`src/rtl/issue_ctrl.sv`:
```
// Issue stage: 2-entry hold queue, RAW scoreboard, operand formation and
// local resolution of branches/jumps with a redirect pulse back to fetch.
module issue_ctrl #(
  parameter int XLEN   = 32,
  parameter int QDEPTH = 2
) (
  input  logic            clk,
  input  logic            rst,
  input  logic [6:0]      opcode,
  input  logic [4:0]      rd,
  input  logic [2:0]      fun3,
  input  logic [4:0]      rs1,
  input  logic [4:0]      rs2,
  input  logic [6:0]      fun7,
  input  logic [XLEN-1:0] imm,
  input  logic [XLEN-1:0] opc,
  output logic            is_busy,
  output logic            get_npc,
  output logic [XLEN-1:0] npc,
  output logic [4:0]      rf_raddr1,
  output logic [4:0]      rf_raddr2,
  input  logic [XLEN-1:0] rf_rdata1,
  input  logic [XLEN-1:0] rf_rdata2,
  input  logic            wb_en,
  input  logic [4:0]      wb_rd,
  output logic            ex_valid,
  input  logic            ex_ready,
  output logic [6:0]      ex_opcode,
  output logic [4:0]      ex_rd,
  output logic [2:0]      ex_fun3,
  output logic [6:0]      ex_fun7,
  output logic [XLEN-1:0] ex_op1,
  output logic [XLEN-1:0] ex_op2,
  output logic [XLEN-1:0] ex_sdata,
  output logic [XLEN-1:0] ex_pc,
  output logic            ovf
);

  localparam logic [6:0] OPC_LUI    = 7'b0110111;
  localparam logic [6:0] OPC_AUIPC  = 7'b0010111;
  localparam logic [6:0] OPC_JAL    = 7'b1101111;
  localparam logic [6:0] OPC_JALR   = 7'b1100111;
  localparam logic [6:0] OPC_BRANCH = 7'b1100011;
  localparam logic [6:0] OPC_LOAD   = 7'b0000011;
  localparam logic [6:0] OPC_STORE  = 7'b0100011;
  localparam logic [6:0] OPC_OPIMM  = 7'b0010011;
  localparam logic [6:0] OPC_OP     = 7'b0110011;
  localparam logic [1:0] QFULL      = 2'(QDEPTH);

  typedef struct packed {
    logic [6:0]      opcode;
    logic [4:0]      rd;
    logic [2:0]      fun3;
    logic [4:0]      rs1;
    logic [4:0]      rs2;
    logic [6:0]      fun7;
    logic [XLEN-1:0] imm;
    logic [XLEN-1:0] opc;
  } instr_t;

  function automatic logic is_ct(input logic [6:0] op);
    return (op == OPC_BRANCH) || (op == OPC_JAL) || (op == OPC_JALR);
  endfunction

  instr_t          in_i;
  instr_t          head;
  instr_t          q_q [QDEPTH];
  instr_t          q_d [QDEPTH];
  logic [1:0]      cnt_q, cnt_d;
  logic [31:0]     sb_q, sb_d;
  logic            ovf_q, ovf_d;
  logic            get_npc_q, get_npc_d;
  logic [XLEN-1:0] npc_q, npc_d;
  logic            ex_valid_q, ex_valid_d;
  logic [6:0]      ex_opcode_q, ex_opcode_d;
  logic [4:0]      ex_rd_q, ex_rd_d;
  logic [2:0]      ex_fun3_q, ex_fun3_d;
  logic [6:0]      ex_fun7_q, ex_fun7_d;
  logic [XLEN-1:0] ex_op1_q, ex_op1_d;
  logic [XLEN-1:0] ex_op2_q, ex_op2_d;
  logic [XLEN-1:0] ex_sdata_q, ex_sdata_d;
  logic [XLEN-1:0] ex_pc_q, ex_pc_d;

  logic            in_v, head_v, from_q, use1, use2, hazard;
  logic            head_br, issue, push, ct_in_q, taken;
  logic [XLEN-1:0] op1, op2;

  assign in_i = '{opcode: opcode, rd: rd, fun3: fun3, rs1: rs1, rs2: rs2,
                  fun7: fun7, imm: imm, opc: opc};

  always_comb begin
    in_v    = (opcode != 7'd0);
    from_q  = (cnt_q != 2'd0);
    head    = from_q ? q_q[0] : in_i;
    head_v  = from_q || in_v;
    head_br = (head.opcode == OPC_BRANCH);
    use1    = !((head.opcode == OPC_LUI) || (head.opcode == OPC_AUIPC) ||
                (head.opcode == OPC_JAL));
    use2    = (head.opcode == OPC_OP) || head_br || (head.opcode == OPC_STORE);
    hazard  = (use1 && (head.rs1 != 5'd0) && sb_q[head.rs1]) ||
              (use2 && (head.rs2 != 5'd0) && sb_q[head.rs2]);
    // Branches resolve here, so a stalled execute port does not block them.
    issue   = head_v && !hazard && (head_br || !ex_valid_q || ex_ready);
    push    = in_v && !(!from_q && issue);
    is_busy = from_q || (in_v && !issue);
    ct_in_q = (from_q && is_ct(q_q[0].opcode)) ||
              ((cnt_q == QFULL) && is_ct(q_q[1].opcode));

    case (head.fun3)
      3'b000:  taken = (rf_rdata1 == rf_rdata2);
      3'b001:  taken = (rf_rdata1 != rf_rdata2);
      3'b100:  taken = ($signed(rf_rdata1) <  $signed(rf_rdata2));
      3'b101:  taken = ($signed(rf_rdata1) >= $signed(rf_rdata2));
      3'b110:  taken = (rf_rdata1 <  rf_rdata2);
      3'b111:  taken = (rf_rdata1 >= rf_rdata2);
      default: taken = 1'b0;
    endcase

    case (head.opcode)
      OPC_AUIPC, OPC_JAL, OPC_JALR: op1 = head.opc;
      OPC_LUI:                      op1 = '0;
      default:                      op1 = rf_rdata1;
    endcase

    case (head.opcode)
      OPC_OPIMM, OPC_LOAD, OPC_STORE, OPC_LUI, OPC_AUIPC: op2 = head.imm;
      OPC_JAL, OPC_JALR:                                  op2 = XLEN'(4);
      default:                                            op2 = rf_rdata2;
    endcase
  end

  always_comb begin
    q_d   = q_q;
    cnt_d = cnt_q;
    ovf_d = ovf_q;
    if (issue && from_q) begin
      q_d[0] = q_q[1];
      cnt_d  = cnt_q - 2'd1;
    end
    if (push) begin
      if (cnt_q == QFULL) begin
        ovf_d = 1'b1;
      end else begin
        q_d[cnt_d[0]] = in_i;
        cnt_d         = cnt_d + 2'd1;
      end
    end
    // Fetch must be stalled while a control transfer waits for its redirect.
    if (in_v && ct_in_q) ovf_d = 1'b1;

    sb_d = sb_q;
    if (wb_en && (wb_rd != 5'd0)) sb_d[wb_rd] = 1'b0;
    if (issue && (head.rd != 5'd0) && !head_br && (head.opcode != OPC_STORE))
      sb_d[head.rd] = 1'b1;

    get_npc_d = 1'b0;
    npc_d     = npc_q;
    if (issue) begin
      case (head.opcode)
        OPC_BRANCH: begin
          get_npc_d = 1'b1;
          npc_d     = head.opc + (taken ? head.imm : XLEN'(4));
        end
        OPC_JAL: begin
          get_npc_d = 1'b1;
          npc_d     = head.opc + head.imm;
        end
        OPC_JALR: begin
          get_npc_d = 1'b1;
          npc_d     = (rf_rdata1 + head.imm) & ~XLEN'(1);
        end
        default: ;
      endcase
    end

    ex_valid_d  = ex_valid_q;
    ex_opcode_d = ex_opcode_q;
    ex_rd_d     = ex_rd_q;
    ex_fun3_d   = ex_fun3_q;
    ex_fun7_d   = ex_fun7_q;
    ex_op1_d    = ex_op1_q;
    ex_op2_d    = ex_op2_q;
    ex_sdata_d  = ex_sdata_q;
    ex_pc_d     = ex_pc_q;
    if (issue && !head_br) begin
      ex_valid_d  = 1'b1;
      ex_opcode_d = head.opcode;
      ex_rd_d     = head.rd;
      ex_fun3_d   = head.fun3;
      ex_fun7_d   = head.fun7;
      ex_op1_d    = op1;
      ex_op2_d    = op2;
      ex_sdata_d  = rf_rdata2;
      ex_pc_d     = head.opc;
    end else if (ex_ready) begin
      ex_valid_d = 1'b0;
    end
  end

  always_ff @(posedge clk) begin
    if (rst) begin
      for (int i = 0; i < QDEPTH; i++) q_q[i] <= '0;
      cnt_q       <= 2'd0;
      sb_q        <= '0;
      ovf_q       <= 1'b0;
      get_npc_q   <= 1'b0;
      npc_q       <= '0;
      ex_valid_q  <= 1'b0;
      ex_opcode_q <= '0;
      ex_rd_q     <= '0;
      ex_fun3_q   <= '0;
      ex_fun7_q   <= '0;
      ex_op1_q    <= '0;
      ex_op2_q    <= '0;
      ex_sdata_q  <= '0;
      ex_pc_q     <= '0;
    end else begin
      q_q         <= q_d;
      cnt_q       <= cnt_d;
      sb_q        <= sb_d;
      ovf_q       <= ovf_d;
      get_npc_q   <= get_npc_d;
      npc_q       <= npc_d;
      ex_valid_q  <= ex_valid_d;
      ex_opcode_q <= ex_opcode_d;
      ex_rd_q     <= ex_rd_d;
      ex_fun3_q   <= ex_fun3_d;
      ex_fun7_q   <= ex_fun7_d;
      ex_op1_q    <= ex_op1_d;
      ex_op2_q    <= ex_op2_d;
      ex_sdata_q  <= ex_sdata_d;
      ex_pc_q     <= ex_pc_d;
    end
  end

  assign rf_raddr1 = head.rs1;
  assign rf_raddr2 = head.rs2;
  assign get_npc   = get_npc_q;
  assign npc       = npc_q;
  assign ovf       = ovf_q;
  assign ex_valid  = ex_valid_q;
  assign ex_opcode = ex_opcode_q;
  assign ex_rd     = ex_rd_q;
  assign ex_fun3   = ex_fun3_q;
  assign ex_fun7   = ex_fun7_q;
  assign ex_op1    = ex_op1_q;
  assign ex_op2    = ex_op2_q;
  assign ex_sdata  = ex_sdata_q;
  assign ex_pc     = ex_pc_q;

endmodule

```
`config.mk`:
```
export PLATFORM = sky130hd
export DESIGN_NAME = issue_ctrl
export DESIGN_NICKNAME = d
export VERILOG_FILES = /design/src/rtl/issue_ctrl.sv
export SDC_FILE = /design/constraint.sdc
export NUM_CORES = 1
export LEC_CHECK = 0
export ABC_AREA = 0
export BUFFER_PORTS_ARGS = -buffer_cell sky130_fd_sc_hd__buf_2
export CAP_MARGIN = 25
export CORE_AREA = 2 2 229 231
export CTS_CLUSTER_DIAMETER = 40
export CTS_CLUSTER_SIZE = 25
export DETAILED_ROUTE_END_ITERATION = 6
export DIE_AREA = 0 0 231 233
export PLACE_DENSITY = 0.63
export SKIP_CTS_REPAIR_TIMING = 1
export SYNTH_ARGS = -nofsm -noshare
export SYNTH_HDL_FRONTEND = slang
export SYNTH_SLANG_ARGS = --single-unit
```
`constraint.sdc`:
```
create_clock -name clk -period 6.6 [get_ports clk]
set_clock_uncertainty 0.05 [all_clocks]
set_input_delay 0.33 -clock clk [delete_from_list [all_inputs] [get_ports clk]]
set_output_delay 0.33 -clock clk [all_outputs]
set_load 0.01 [all_outputs]
```
==> results.yml, run 1 <==
layout:
  seqCellArea_sq_mm: 0.00823
  multi_input_comb_area_sq_mm: 0.0134
  final-instance-count-excl-fill: 3894
  layout_common_cells: "411 x dfxtp_1, 363 x buf_2, 362 x nor2_1, 261 x mux2i_1, 206 x nand2_1"
  fin_nets: 3416
  commonest_non_fill_non_tap_cell_in_the_layout: "dfxtp_1"
  fillers: 4720
  proportion_of_layout_cells_with_a_drive_suffix_above_1_pct: 19.4
  final_core_util_pct: 56.8
  syn_to_final_growth_pct: 26.6
route:
  routedWlPerCell_microns: 21.4
  avgViaCountPerCell: 5.79
  highest-signal-layer: "met5"
  met1Wirelength_mm: 34.3
  detail-route-antenna-nets: 0
  wl_met2_mm: 40.2
  met3WireLength_mm: 5.29
  detailedRoute.firstPassIterationCount: 5
  routed-via-count: 22600
  post-route-drc-count: 0
  first_iter_violations: 1728
  wirelength_mm: 83.4
cts:
  clkLatencyLatePin_ps: 620
  cts.sink_count: 411
  cts_tree: "yes"
  cts_root_buf: "clkbuf_16"
  clk_transition_reported_paths_ps: 50
  h-tree-depth: 3
  clock_path_buffers: 3
  cts_inserted_buffers: 75
pwr:
  worst_ir_drop_on_vdd_mv: 0.368
  p_leak_uw: 0.0131
  p_per_area_mw_per_mm2: 538
  total_power_uw: 15600
floorplanning:
  floorplan.rows: 83
  die-height_microns: 233
  boundaryPins: 365
  chipWidth_microns: 231
  dieArea_sq_mm: 0.0538
  core_area_sq_mm: 0.0511
  initial_core_utilization_pct: 44.8
global_route:
  number_of_global_route_vias_before_repair: 20900
  grt_antenna_before_repair: 6
  pin_count_of_the_biggest_net_entering_global_routing: 235
  overflow: 0
  global_route_wire_length_before_repair_mm: 123
  groute.usage.overall_pct: 29.5
critical_path:
  path_max_fanout: 9
  wp_data_required_ps: 7020
  timing.critical_path.to_type: "flop"
  cp.arrival_ps: 6630
  timing.critical_path.from_type: "primary input"
  timing.setup.critical_path_class: "in -> reg"
sta:
  timing.max_slew.rel_slack_pct: 26.4
  final-setup-viol-count: 0
  setup_repair_after_global_routing_missed_its_margin: "no"
  post-route-period-util_pct: 94.0
  clock.fmax_ghz: 0.161
  setup_tns_ps: 0
  worst-slew-pin-transition_ps: 1100
  timing_max_transition_violations_final: 0
  report.final.hold_viol_count: 8
  layout_min_cycle_time_ps: 6210
  hold_ws_ps: -9.07
logic_synthesis:
  synth.lib_cells_used.distinct: 75
  synth_area_sq_mm: 0.0229
  synth-seq-area-share_pct: 35.9
  postSynthRegisterBits: 411
  synth-edff-count: 0
  synth_cells: 2741
  asyncSetResetFlopFracSynth_pct: 0
  ys_warns: 0
  synth_flop_cell: "dfxtp_1"
  synth_nets: 3007
  syn_area_per_cell_sq_um: 8.36
worst_hold_path:
  hp-class: "in -> reg"
run:
  cap_violations: 0
place:
  place.detailed.hpwl_mm: 58.2
  gp_routability_congestion: 0.973
  io_buffers: 364
  place_inst: 3629
status:
  status: "finished with violations"
  failing_checks: "hold timing"
[area by class of cell]
type	count	area share [%]
clock inverters	51	2.08
clock buffers	84	6.83
repair buffers	539	12.2
multi-input cells	2019	46.2
well taps	680	2.93
inverters	104	1.35
diodes	6	0.0518
flip-flops and latches	411	28.4
[worst paths after layout]
check / endpoint / slack, ps / startpoint / cells past startpoint
max: npc[30] / 390 / rf_rdata2[19] / 24
min: ex_op1[26] / -9 / rf_rdata1[26] / 3
max reg2reg: npc[30] / 650 / cnt_q[0] / 23
min reg2reg: ex_sdata[0] / 400 / ex_sdata[0] / 2
[power by group]
part	leakage, uW	switching (uW)	internal [uW]
Combinational	0.00848	4770	3010
Clock	0.00125	1460	2520
Sequential	0.00337	502	3340
Total	0.0131	6730	8870
[synthesized netlist by cell type (36+ instances only)]
library cell,n,area [sq um]
mux2i_1,261,2610
mux2_2,45,507
o21ai_0,94,470
nor2_1,364,1370
buf_2,48,240
inv_1,103,387
nand3_1,78,390
clkbuf_1,117,439
a311oi_1,36,315
ha_1,95,1190
a31oi_1,49,307
dfxtp_1,411,8230
a31o_1,90,788
nor3_1,184,921
a211oi_1,47,353
a21oi_1,133,666
nand2_1,206,773
[routing by layer]
| layer | up-vias | GRT usage, % |
|---|---|---|
| met5 | - | 0 |
| met4 | 2 | 14.2 |
| met3 | 157 | 5.33 |
| met2 | 843 | 49.9 |
| met1 | 10800 | 36.1 |
| li1 | 10700 | - |
[logic make-up (layout without fill, tap and decap cells)]
family,after synthesis,count (layout),synth area share [%]
AO/OA/AOI/OAI,621,621,18.6
flip-flops,411,411,35.9
multiplexers,310,310,14.0
XOR/XNOR,49,49,1.87
AND/OR/NAND/NOR,942,942,18.2
buffers and inverters,311,778,6.00
adder cells (fa/ha/maj),97,97,5.36
other,0,6,0
[per-stage QoR]
stage                     cell area [sq um]  hold WS, ps  worst slack [ps]
after floorplan                       22900          389              1220
after global placement                25200          391               522
after detailed placement              25200          393               489
after CTS                             27800         -119               691
after global routing                  29000       0.0268              65.9
final                                 29000        -9.07               394
[worst max-delay path, stage by stage]
cell and delay (ps):
dlygate4sd3_1 530, buf_2 130, inv_1 40, ha_1 310
nand4_1 270, nor4_1 750, a21oi_1 200, or4b_2 730
nand3_1 130, nor2_2 70, buf_4 170, nand2b_1 140
ha_1 350, a211oi_1 250, o21ai_0 150, a2111oi_0 640
buf_4 220, o32a_1 260, o31ai_1 160, a211oi_1 290
xor2_1 180, a21oi_1 80, a21oi_1 160, a21oi_1 80
No activity file was read; power rests on OpenSTA's default activity.
==> inputs of run 2 (changes only) <==
- PLACE_DENSITY: 0.63 -> 0.66
- clock period: 6.6 -> 5.3 ns (I/O delays scaled with it)
==> results.yml, run 2 (synthesis results as in run 1) <==
floorplanning:
  dieArea_sq_mm: 0.0538
  floorplan.rows: 83
  chipWidth_microns: 231
  die-height_microns: 233
  boundaryPins: 365
  initial_core_utilization_pct: 44.8
  core_area_sq_mm: 0.0511
layout:
  fin_nets: 3560
  proportion_of_layout_cells_with_a_drive_suffix_above_1_pct: 22.4
  commonest_non_fill_non_tap_cell_in_the_layout: "dfxtp_1"
  fillers: 4549
  final_core_util_pct: 59.5
  fin_area_sq_mm: 0.0304
  layout_common_cells: "411 x dfxtp_1, 363 x buf_2, 362 x nor2_1, 259 x mux2i_1, 206 x nand2_1"
  syn_to_final_growth_pct: 32.6
global_route:
  grt_antenna_before_repair: 0
  pin_count_of_the_biggest_net_entering_global_routing: 193
  number_of_global_route_vias_before_repair: 22600
  overflow: 0
  global_route_wire_length_before_repair_mm: 129
  groute.usage.overall_pct: 30.8
pwr:
  worst_ir_drop_on_vdd_mv: 0.579
  cell_internal_power_uw: 11800
  power.share.sequential_pct: 23.5
  power.combinational.fraction_pct: 51.0
  p_per_area_mw_per_mm2: 670
  clock_power_share_pct: 25.5
  total_power_uw: 20400
  p_leak_uw: 0.0139
  power_switching_uw: 8620
  sw_frac_of_total_pct: 42.3
route:
  wirelength_mm: 87.0
  avgViaCountPerCell: 5.82
  first_iter_violations: 1938
  routed-via-count: 23500
  detailedRoute.firstPassIterationCount: 6
  post-route-drc-count: 0
  routedWlPerCell_microns: 21.5
  detail-route-antenna-nets: 0
sta:
  clock.fmax_ghz: 0.201
  post-route-period-util_pct: 93.9
  report.final.hold_viol_count: 5
  layout_min_cycle_time_ps: 4980
  hold_ws_ps: -15.6
  timing.max_slew.rel_slack_pct: 33.4
  final-setup-viol-count: 0
  worst-slew-pin-transition_ps: 999
  timing_max_transition_violations_final: 0
critical_path:
  wp_data_required_ps: 5700
  reg2reg_depth: 23
  timing.setup.critical_path_class: "reg -> reg"
  timing.rr.start: "cnt_q[1]"
  timing.critical_path.to_type: "flop"
  timing.critical_path.from_type: "flop"
  worst-r2r-setup-slack_ps: 320
  endpoint: "npc[20]"
  cp.arrival_ps: 5370
  r2r_end: "npc[20]"
  timing.critical_path.from: "cnt_q[1]"
  path_max_fanout: 15
cts:
  cts_tree: "yes"
  cts_root_buf: "clkbuf_16"
  clock_path_buffers: 3
  clk_transition_reported_paths_ps: 50
  cts.sink_count: 411
  clkLatencyLatePin_ps: 620
  cts_inserted_buffers: 80
  h-tree-depth: 3
status:
  failing_checks: "hold timing"
  status: "finished with violations"
place:
  place.detailed.hpwl_mm: 60.5
  io_buffers: 364
  gp_routability_congestion: 0.964
  placement.cell_area_sq_mm: 0.0261
run:
  cap_violations: 0
worst_hold_path:
  hp-class: "in -> reg"
-- run 2: cell count changes in the layout (fill, tap and decap cells not counted), sizes merged --
cell and delta:
clkbuf +8, diode -5, dlygate4sd3 +21, buf +118
clkinv +13, inv -9
-- run 2: power by group through the flow --
stage | combinational, uW | sequential [uW] | clock (uW)
after floorplan | 6630 | 4880 | 0
after global placement | 9920 | 4740 | 0
final | 10400 | 4790 | 5190
after detailed placement | 10100 | 4800 | 0
after CTS | 10200 | 4760 | 5260
after global routing | 11300 | 4890 | 5430
-- run 2: worst min-delay path by stage --
stage                   from      endpoint  slack [ps]  cells past startpoint
2_1_floorplan         opc[4]      q_q[100]         350                      1
3_3_place_gp    ex_sdata[21]  ex_sdata[21]         390                      2
3_5_place_dp    ex_sdata[24]  ex_sdata[24]         390                      2
4_1_cts               opc[0]       q_q[96]        -180                      2
5_1_grt        rf_rdata2[13]  ex_sdata[13]           2                      4
6_report       rf_rdata2[13]  ex_sdata[13]         -20                      4
-- run 2: final cells by class --
class,instances,area (sq um),area share (%)
Multi-Input combinational cell,2019,13400,44.2
Sequential cell,411,8230,27.1
Timing Repair Buffer,678,4690,15.4
Clock buffer,92,2110,6.94
Tap cell,680,851,2.80
Clock inverter,55,683,2.25
Inverter,104,393,1.29
Antenna cell,1,2.50,0.00823
-- run 2: critical path: stages, from the launching register on --
cell and delay [ps]:
dfxtp_1 320, inv_1 80, ha_4 210, buf_12 160
nor2b_1 230, a32o_1 310, or4b_2 650, nand3_1 130
nor2_2 70, buf_4 160, nand2b_1 150, ha_1 300
a211oi_2 260, o21ai_1 140, a2111oi_2 310, buf_4 170
o32a_1 210, buf_4 140, nand2b_1 50, a21oi_1 170
xor2_1 160, nor2_1 50, a211oi_1 220, nor3_1 60
-- run 2: routing by layer --
layer	vias up	track usage [%]	part of all wire, %
met5	-	0	0
met4	0	18.4	6.5
met3	268	6.80	6.9
met2	948	51.3	47
met1	11300	36.2	39
li1	11000	-	-
-- run 2: metrics by stage --
step                setup slack (ps)  std cells  TNS [ps]
detailed placement              -118       3746      -218
CTS                            -19.1       3893     -19.1
global route                   -11.9       4039     -11.9
floorplan                       12.4       2741         0
global placement               -39.4       3746     -43.6
finish                           325       4040         0
